## src/rtl/booth_mul_4bit.sv

```systemverilog
// booth_mul_4bit
//   Sequential signed radix-2 Booth multiplier. One add/subtract/shift
//   iteration per clock, WIDTH iterations per product.
//
//   Ports
//     clk          in   system clock, rising edge
//     rst          in   asynchronous active-high reset
//     start        in   request pulse, only sampled while idle
//     multiplicand in   [WIDTH-1:0]   signed operand M
//     multiplier   in   [WIDTH-1:0]   signed operand Q
//     busy         out  high while iterating
//     done         out  one-cycle pulse, product valid from this cycle on
//     product      out  [2*WIDTH-1:0] signed M*Q, held until next result
//     addsub_count out  [$clog2(WIDTH+1)-1:0] number of add/sub iterations
//                       (present only when BOOTH_STATS_EN is defined)
//
//   Optional build macro: BOOTH_STATS_EN
module booth_mul_4bit #(
    parameter int WIDTH = 4
) (
    input  logic                          clk,
    input  logic                          rst,
    input  logic                          start,
    input  logic [WIDTH-1:0]              multiplicand,
    input  logic [WIDTH-1:0]              multiplier,
    output logic                          busy,
    output logic                          done,
    output logic [2*WIDTH-1:0]            product
`ifdef BOOTH_STATS_EN
    ,
    output logic [$clog2(WIDTH+1)-1:0]    addsub_count
`endif
);

    localparam int CW = $clog2(WIDTH+1);

    typedef enum logic [1:0] {IDLE, CALC, DONE} state_t;
    state_t state, state_nx;

    logic [WIDTH:0]   a, mx, sum, a_sh;
    logic [WIDTH-1:0] q, q_sh;
    logic             q_1;
    logic [CW-1:0]    cnt;
    logic             last;

    assign last = (cnt == CW'(WIDTH-1));

    // Booth step: add/sub on the WIDTH+1 bit accumulator, then arithmetic
    // shift of {A,Q,q_1}. The extra accumulator bit keeps -2^(WIDTH-1)
    // operands exact (e.g. -8*-8).
    always_comb begin
        sum = a;
        case ({q[0], q_1})
            2'b01:   sum = a + mx;
            2'b10:   sum = a + ~mx + (WIDTH+1)'(1);
            default: sum = a;
        endcase
        a_sh = {sum[WIDTH], sum[WIDTH:1]};
        q_sh = {sum[0], q[WIDTH-1:1]};
    end

    // state register
    always_ff @(posedge clk or posedge rst) begin
        if (rst) state <= IDLE;
        else     state <= state_nx;
    end

    // next-state logic
    always_comb begin
        state_nx = state;
        case (state)
            IDLE:    if (start) state_nx = CALC;
            CALC:    if (last)  state_nx = DONE;
            DONE:    state_nx = IDLE;
            default: state_nx = IDLE;
        endcase
    end

    // outputs decoded from state
    always_comb begin
        busy = 1'b0;
        done = 1'b0;
        case (state)
            CALC:    busy = 1'b1;
            DONE:    done = 1'b1;
            default: ;
        endcase
    end

    // Datapath. The product register is written on the edge that enters
    // DONE, so its new value appears exactly in the done cycle.
    always_ff @(posedge clk or posedge rst) begin
        if (rst) begin
            a       <= '0;
            mx      <= '0;
            q       <= '0;
            q_1     <= 1'b0;
            cnt     <= '0;
            product <= '0;
        end else begin
            case (state)
                IDLE: if (start) begin
                    a   <= '0;
                    mx  <= {multiplicand[WIDTH-1], multiplicand};
                    q   <= multiplier;
                    q_1 <= 1'b0;
                    cnt <= '0;
                end
                CALC: begin
                    a   <= a_sh;
                    q   <= q_sh;
                    q_1 <= q[0];
                    cnt <= cnt + CW'(1);
                    if (last) product <= {a_sh[WIDTH-1:0], q_sh};
                end
                default: ;
            endcase
        end
    end

`ifdef BOOTH_STATS_EN
    logic [CW-1:0] ops;
    logic          addop;

    // 01 and 10 are exactly the patterns where the two bits differ
    assign addop = q[0] ^ q_1;

    always_ff @(posedge clk or posedge rst) begin
        if (rst) begin
            ops          <= '0;
            addsub_count <= '0;
        end else begin
            case (state)
                IDLE: if (start) begin
                    ops          <= '0;
                    addsub_count <= '0;
                end
                CALC: begin
                    ops <= ops + CW'(addop);
                    if (last) addsub_count <= ops + CW'(addop);
                end
                default: ;
            endcase
        end
    end
`endif

endmodule

```

## config.mk

```make
export PLATFORM = sky130hd
export DESIGN_NAME = booth_mul_4bit
export DESIGN_NICKNAME = d
export VERILOG_FILES = /design/src/rtl/booth_mul_4bit.sv
export SDC_FILE = /design/constraint.sdc
export NUM_CORES = 1
export LEC_CHECK = 0
export ABC_CLOCK_PERIOD_IN_PS = 2700
export BUFFER_PORTS_ARGS = -buffer_cell sky130_fd_sc_hd__buf_2
export CAP_MARGIN = 20
export CORE_MARGIN = 3
export CORE_UTILIZATION = 44
export CTS_BUF_LIST = sky130_fd_sc_hd__clkbuf_8
export DETAILED_ROUTE_END_ITERATION = 7
export GPL_TIMING_DRIVEN = 0
export PLACE_DENSITY = 0.75
export SLEW_MARGIN = 20
export SYNTH_ARGS = -nofsm -noshare
export SYNTH_HDL_FRONTEND = slang
export SYNTH_SLANG_ARGS = --single-unit
```

## constraint.sdc

```tcl
create_clock -name clk -period 2.7 [get_ports clk]
set_input_delay 0.405 -clock clk [delete_from_list [all_inputs] [get_ports clk]]
set_output_delay 0.405 -clock clk [all_outputs]
set_load 0.05 [all_outputs]
```

**Word-level counts from Yosys, hierarchy flattened**

Index checks and enable logic that the tools add are counted.

- $add $sub $neg: 4
- Eq/ne operators: 7
- Muxes and demuxes: 14
- Bitwise gates (word level): 1
- Reduce and logical (&&, ||, !) cells: 6

Operator list:

| kind | number |
|---|---|
| 5-bit case mux with 2 select lines | 2 |
| 5-bit adder | 2 |
| 4-bit case mux with 2 select lines | 1 |
| 2-bit AND reduction | 4 |
| 3-bit case mux with 2 select lines | 1 |
| 5-bit by 1-bit adder with 5-bit output (second input constant) | 1 |
| 5-bit two-way mux | 1 |
| 5-bit inverter | 1 |
| 2-bit by 1-bit equality test with 1-bit output (second input constant) | 2 |
| 2-bit equality test (second input constant) | 2 |
| 2-bit two-way mux | 2 |
| 4-bit two-way mux | 1 |
| 2-bit != test (second input constant) | 2 |
| 2-bit case mux with 2 select lines | 1 |
| 3-bit by 1-bit adder with 3-bit output (second input constant) | 1 |
| 3-bit by 2-bit equality test with 1-bit output (second input constant) | 1 |
| 1-bit two-way mux | 3 |
| 3-bit two-way mux | 1 |
| 2-bit zero test | 1 |
| 1-bit case mux with 2 select lines | 1 |
| 2-bit nonzero test | 1 |

- Register bits: 27
- Bits of input ports: 11
- Output and inout port bits: 10
- Word-level logic and storage cells: 39

**Logic depth before layout (Yosys ltp)**

Gate-level depths: netlist of run 1.

- Depth after elaboration: 5
- Mapped depth: 8
- Gate-level depth less buffers: 7

**Least setup slack after synthesis of run 1**

No wires, ideal clock.

- Path kind: register -> register
- Start point: register a[0]
- End point: register product[5]
- Setup time: 124 ps
- Data arrival time: 1583 ps
- Data required time: 2576 ps
- Path slack: 993 ps
- Cell stages (with the launch flop): 8
- Path buffers: 0
- Clock period less this slack: 1707 ps
- Cells stage by stage: dfrtp_1 ha_1 inv_1 fa_1 xor2_1 a221o_1 o21ai_1 o21ai_1

- Longest elaborated chain between the ends: 3

RTL lines:

| item | line | source |
|---|---|---|
| start, declared | 40 | `logic [WIDTH:0] a, mx, sum, a_sh;` |
| start signal, assigned | 110 | `a <= a_sh;` |
| 5-bit adder | 55 | `2'b10: sum = a + ~mx + (WIDTH+1)'(1);` |
| 5-bit by 1-bit adder with 5-bit output | 55 |  |
| 5-bit case mux with 2 select lines * | 53 | `case ({q[0], q_1})` |
| end signal, assigned | 114 | `if (last) product <= {a_sh[WIDTH-1:0], q_sh};` |
| end, declared | 28 | `output logic [2*WIDTH-1:0] product` |

Every way passes the cells marked *; elsewhere a longest branch is shown, timed or not.
A chain may end at the register's enable or synchronous reset.

**Worst setup path after layout of run 1**

- Start point: register a[1]
- End point: register product[5]

The elaborated chain is that of the path after synthesis.

==> flow_summary.ini, run 1 <==
[status]
status = complete, no violations

[worst_setup_path]
cp_data_required_time_ps = 2860
r2r_start = a[1]
cpMaxStageDelayCell = fa_1
cpPeakStageDelay_ps = 470
cp-startpoint = a[1]
crit_family = compound AO/OA/AOI/OAI gates
reg2reg_slack_ps = 820
r2r_end = product[5]
cp_num_buf_inv = 1
reg2reg_depth = 6
critPathMostFrequentCell = o21ai_1
worstPathArrival_ps = 2040
worstPathMaxFanout = 5
criticalPathCategory = flip-flop to flip-flop
cp-start-kind = flip-flop
critPathCaptureType = flip-flop
path_cells = inv_1 > fa_1 > xor2_1 > a221o_1 > o21ai_1 > o21ai_1

[floorplanning]
fp.dieH_um = 66.0
initial_core_util_pct = 46.7
ios = 21
rows = 21
core_area_mm2 = 0.00339
die_w_um = 66.0
dieArea_mm2 = 0.00435

[logic_synthesis]
synth-main-ff-cell = dfrtp_1
synth.distinct_cells = 44
synth_top_area_share_pct = 41.1
synth_top_area_cell = dfrtp_1
synth_commonest_cells = 26 x dfrtp_1, 17 x nand2_1, 15 x inv_1
synth.net_count = 173
yosysWarnings = 0
synth_seq_cells = 26
ys_async_sr_fraction_pct = 100
post-synth-top-count-cell = dfrtp_1
syn_area_mm2 = 0.00158
synth_area_per_cell_um2 = 10.7
synthCells = 148
synth_edf_count = 0
synth-seq-area-share_pct = 41.1
synth_area_leaders = dfrtp_1 41%, ha_1 9.5%, o21ai_0 4.1%

[drt]
wire_per_inst_um = 13.3
top_layer = met4
routed-wl-met2_um = 1420
drt_iter0_drc = 39
via_per_inst = 5.20
via_count = 1138
met3_length_um = 78
drtPass1Iterations = 4
wirelength_um = 2920
wl_met1_um = 1390
ant_nets = 0
drc = 0

[finish]
nets = 199
fill_cells = 292
seq_area_um2 = 651
multi_input_area_um2 = 817
drive_gt1_share_pct = 26.6
area_delta_synth_final_pct = 15.4
final_util_pct = 53.9
antennaDiodeCount = 0

[pwr]
pwr-share-seq_pct = 28.1
fin_total_pwr_mw = 2.44
p_int_mw = 1.34
combPwrFrac_pct = 58.6
pwr-share-clk_pct = 13.2
power.density_mw_per_mm2 = 1340
leakagePower_nw = 0.888
p_sw_share_pct = 45.2
peakVddDrop_v = 0.000555
power.switching_mw = 1.10

[sta]
slew_headroom_pct = 69.9
hold-worst-slack_ps = 67.5
max_slew.worst_pin.slew_ps = 451
timing.fmax_ghz = 0.531
setup_viol = 0
finalHoldViolCount = 0
rsz0062_at_grt = no
tns_ps = 0
finalCriticalPeriod_ps = 1880
fin_worst_skew_ps = 1.31
drv_slew = 0
final.period_utilization_pct = 69.7

[clocking]
clk_pin_slew_ps = 90
clock_path_buffers = 2
ctsHoldBuffers = 0
ctsResizeCount = 0
cts_tree = built
postCtsSetupBuffers = 0
htreeDepth = 1
clockRootBuffer = clkbuf_8
cts_buffers = 3
clk_latency_ps = 270
clock_sinks = 26

[placed_design]
globalplace.congestion = 0.830
dpl.hpwl_um = 2240
io_buffer_count = 20

[global_route]
grt_usage_pct = 15.4
grt_max_degree = 27
grt_pass1_wl_um = 5180
antenna_found_initial = 0
grt_pass1_vias = 1153
grt_overflow_total = 0

[worst_hold_path]
hold_class = input pin to async pin

[job]
max-cap-violations = 0
==> cells in the final DEF, fill, tap and decap left out, drive strengths merged, types with 2 or more instances in the layout <==
master and count:
and3b 2, dfrtp 26, nand3b 2, ha 12, o21ai 19, nor2b 4
nand2b 3, nor4 2, inv 16, mux2i 2, a21oi 6, o221ai 2
nor2 4, fa 2, clkbuf 3, nor4b 2, buf 26, nand2 18
mux2 5
==> routing by layer <==
layer,up-vias,global-route usage (%)
met5,-,0
met4,0,5.33
met3,5,2.04
met2,18,26.0
met1,551,20.2
li1,564,-
==> worst max path at each step <==
stage,to,cells after the start
after CTS,product[5],7
after floorplan,product[5],7
after global routing,product[5],7
final,product[5],6
after global placement,product[5],7
after detailed placement,product[5],7
==> cell type report <==
class,instances,area share (%)
plain buffers,5,2.67
clock buffers,3,2.26
clock inverters,1,1.64
inverters,16,3.56
multi-input cells,101,44.8
flip-flops and latches,26,35.6
well taps,46,3.15
repair buffers,21,6.31
==> power by group through the flow <==
stage | clock network (mW) | registers (mW) | logic, mW
after CTS | 0.330 | 0.688 | 1.44
final | 0.323 | 0.687 | 1.43
after global placement | 0 | 0.688 | 1.37
after detailed placement | 0 | 0.697 | 1.43
after floorplan | 0 | 0.836 | 0.992
after global routing | 0.344 | 0.719 | 1.59
==> worst reg2reg max path, stage by stage (launching register included) <==
cell	delay, ps
dfrtp_1	450
inv_1	130
fa_1	470
xor2_1	160
a221o_1	350
o21ai_1	120
o21ai_1	90
==> flip-flops by register name (all words and copies together) (netlist names) <==
signal,count
product,8
a,4
mx,4
q,4
cnt,3
state,2
q_1,1
==> metrics by stage <==
| step | worst slack [ps] | cells | area [um^2] |
|---|---|---|---|
| final | 818 | 219 | 1830 |
| after global routing | 714 | 219 | 1830 |
| after CTS | 828 | 218 | 1810 |
| after detailed placement | 849 | 214 | 1740 |
| after global placement | 878 | 214 | 1740 |
| after floorplan | 993 | 148 | 1580 |
==> logic make-up after synthesis <==
family	synth area share [%]
buffers and inverters	7.20
AO/OA/AOI/OAI	14.7
AND/OR/NAND/NOR	18.3
multiplexers	5.54
XOR/XNOR	1.11
flip-flops	41.1
adder cells (fa/ha/maj)	12.0
Power figures use the tool's default switching activity.
==> inputs of run 2 (changes only) <==
ABC_CLOCK_PERIOD_IN_PS = 1600   (was 2700)
PLACE_DENSITY = 0.77   (was 0.75)
clock period = 1.6 ns   (was 2.7 ns; I/O delays follow)
==> flow_summary.ini, run 2 (synthesis gave the netlist of run 1 again) <==
[finish]
top_register = product
layout_common_cells = 24 x dfrtp_1, 19 x buf_2, 17 x nand2_1, 12 x inv_1, 10 x o21ai_0
layout_commonest_cell = dfrtp_1
final_util_pct = 56.3
final_cells = 223
fin_area_mm2 = 0.00191
drive_gt1_share_pct = 36.2
antennaDiodeCount = 0
nets = 203
area_delta_synth_final_pct = 20.6
largest_reg_flops = 8

[sta]
rsz0062_at_grt = yes
max_slew.worst_pin.slew_ps = 936
fin_worst_skew_ps = 6.01
drv_slew = 0
slew_headroom_pct = 37.2
finalCriticalPeriod_ps = 1730
final.period_utilization_pct = 108
timing.fmax_ghz = 0.578
finalHoldViolCount = 0
setup_viol = 6
setup_slack_ps = -129
tns_ps = -525

[pwr]
p_sw_share_pct = 45.2
combPwrFrac_pct = 61.3
p_int_mw = 2.44
power.density_mw_per_mm2 = 2330
leakagePower_nw = 0.908
fin_total_pwr_mw = 4.45
power.switching_mw = 2.01
pwr-share-seq_pct = 26.1
pwr-share-clk_pct = 12.7
peakVddDrop_v = 0.000908

[drt]
via_per_inst = 5.25
wire_per_inst_um = 14.2
drt_iter0_drc = 55
wirelength_um = 3170
drtPass1Iterations = 4
via_count = 1170
drc = 0
ant_nets = 0

[floorplanning]
initial_core_util_pct = 46.7
rows = 21
fp.dieH_um = 66.0
die_w_um = 66.0
ios = 21
core_area_mm2 = 0.00339
dieArea_mm2 = 0.00435

[clocking]
clk_latency_ps = 280
cts_buffers = 3
ctsHoldBuffers = 0
clock_path_buffers = 2
clock_sinks = 26
clockRootBuffer = clkbuf_8
cts_tree = built
htreeDepth = 1
clk_pin_slew_ps = 100

[placed_design]
dpl.hpwl_um = 2260
place_area_mm2 = 0.00174
globalplace.congestion = 0.819
io_buffer_count = 20
dp_cells = 214

[global_route]
grt_usage_pct = 16.1
grt_pass1_wl_um = 5440
grt_max_degree = 27
grt_overflow_total = 0
grt_pass1_vias = 1203
antenna_found_initial = 0

[worst_hold_path]
hold_class = input pin to async pin

[worst_setup_path]
critPathCaptureType = flip-flop
cp_data_required_time_ps = 1770
cp-start-kind = flip-flop
worstPathMaxFanout = 8
worstPathArrival_ps = 1900
criticalPathCategory = flip-flop to flip-flop

[status]
status = complete, but fails checks
violations = setup timing

[job]
max-cap-violations = 0
run 2: path summary, 6_finish.rpt:
path | from | endpoint | slack, ps | depth (start not counted)
setup / recovery | a[2] | product[6] | -130 | 6
hold / removal | rst | mx[0] | 30 | 2
setup reg to reg | a[2] | product[6] | -130 | 6
hold reg to reg | product[3] | product[3] | 490 | 2
max in group asynchronous | rst | state[1] | 1090 | 2
min in group clk | multiplicand[2] | mx[2] | 150 | 3
run 2: what timing repair did:
action,CTS,global route
setup endpoints to repair,9,9
buffers inserted,4,1
resized for setup,8,10
pin swaps,5,7
run 2: stage by stage:
stage          hold slack (ps)  worst slack (ps)
3_3_place_gp               445              -156
3_5_place_dp               446              -186
2_1_floorplan              280             -54.2
6_report                  34.8              -129
4_1_cts                    152              -155
5_1_grt                    101              -195
run 2: power by group through the flow:
stage	combinational (mW)	clock [mW]	sequential, mW
after floorplan	1.68	0	1.41
after global placement	2.32	0	1.16
after detailed placement	2.42	0	1.18
after CTS	2.61	0.571	1.16
after global routing	2.98	0.594	1.20
final	2.73	0.564	1.16
run 2: worst max-delay path: stages, from the launching register on:
cell	delay, ps
dfrtp_2	450
ha_4	270
buf_6	120
nand3b_1	100
and4_1	230
nor4_4	350
a21oi_2	90
run 2: layout make-up:
type                    count  area, um^2
clock buffers               3        41.3
multi-input cells         101         868
well taps                  46        57.6
repair buffers             25         144
flip-flops and latches     26         653
inverters                  16        65.1
fillers                   282        1480
clock inverters             1        30.0
plain buffers               5        48.8
run 2: per-layer routing:
layer	routed length, um	part of all wire [%]	up-vias	GRT usage, %
met2	1570	50	34	27.2
met1	1390	44	556	20.3
li1	-	-	568	-
met3	136	4.3	12	2.38
met5	0	0	-	0
met4	70	2.2	0	7.11
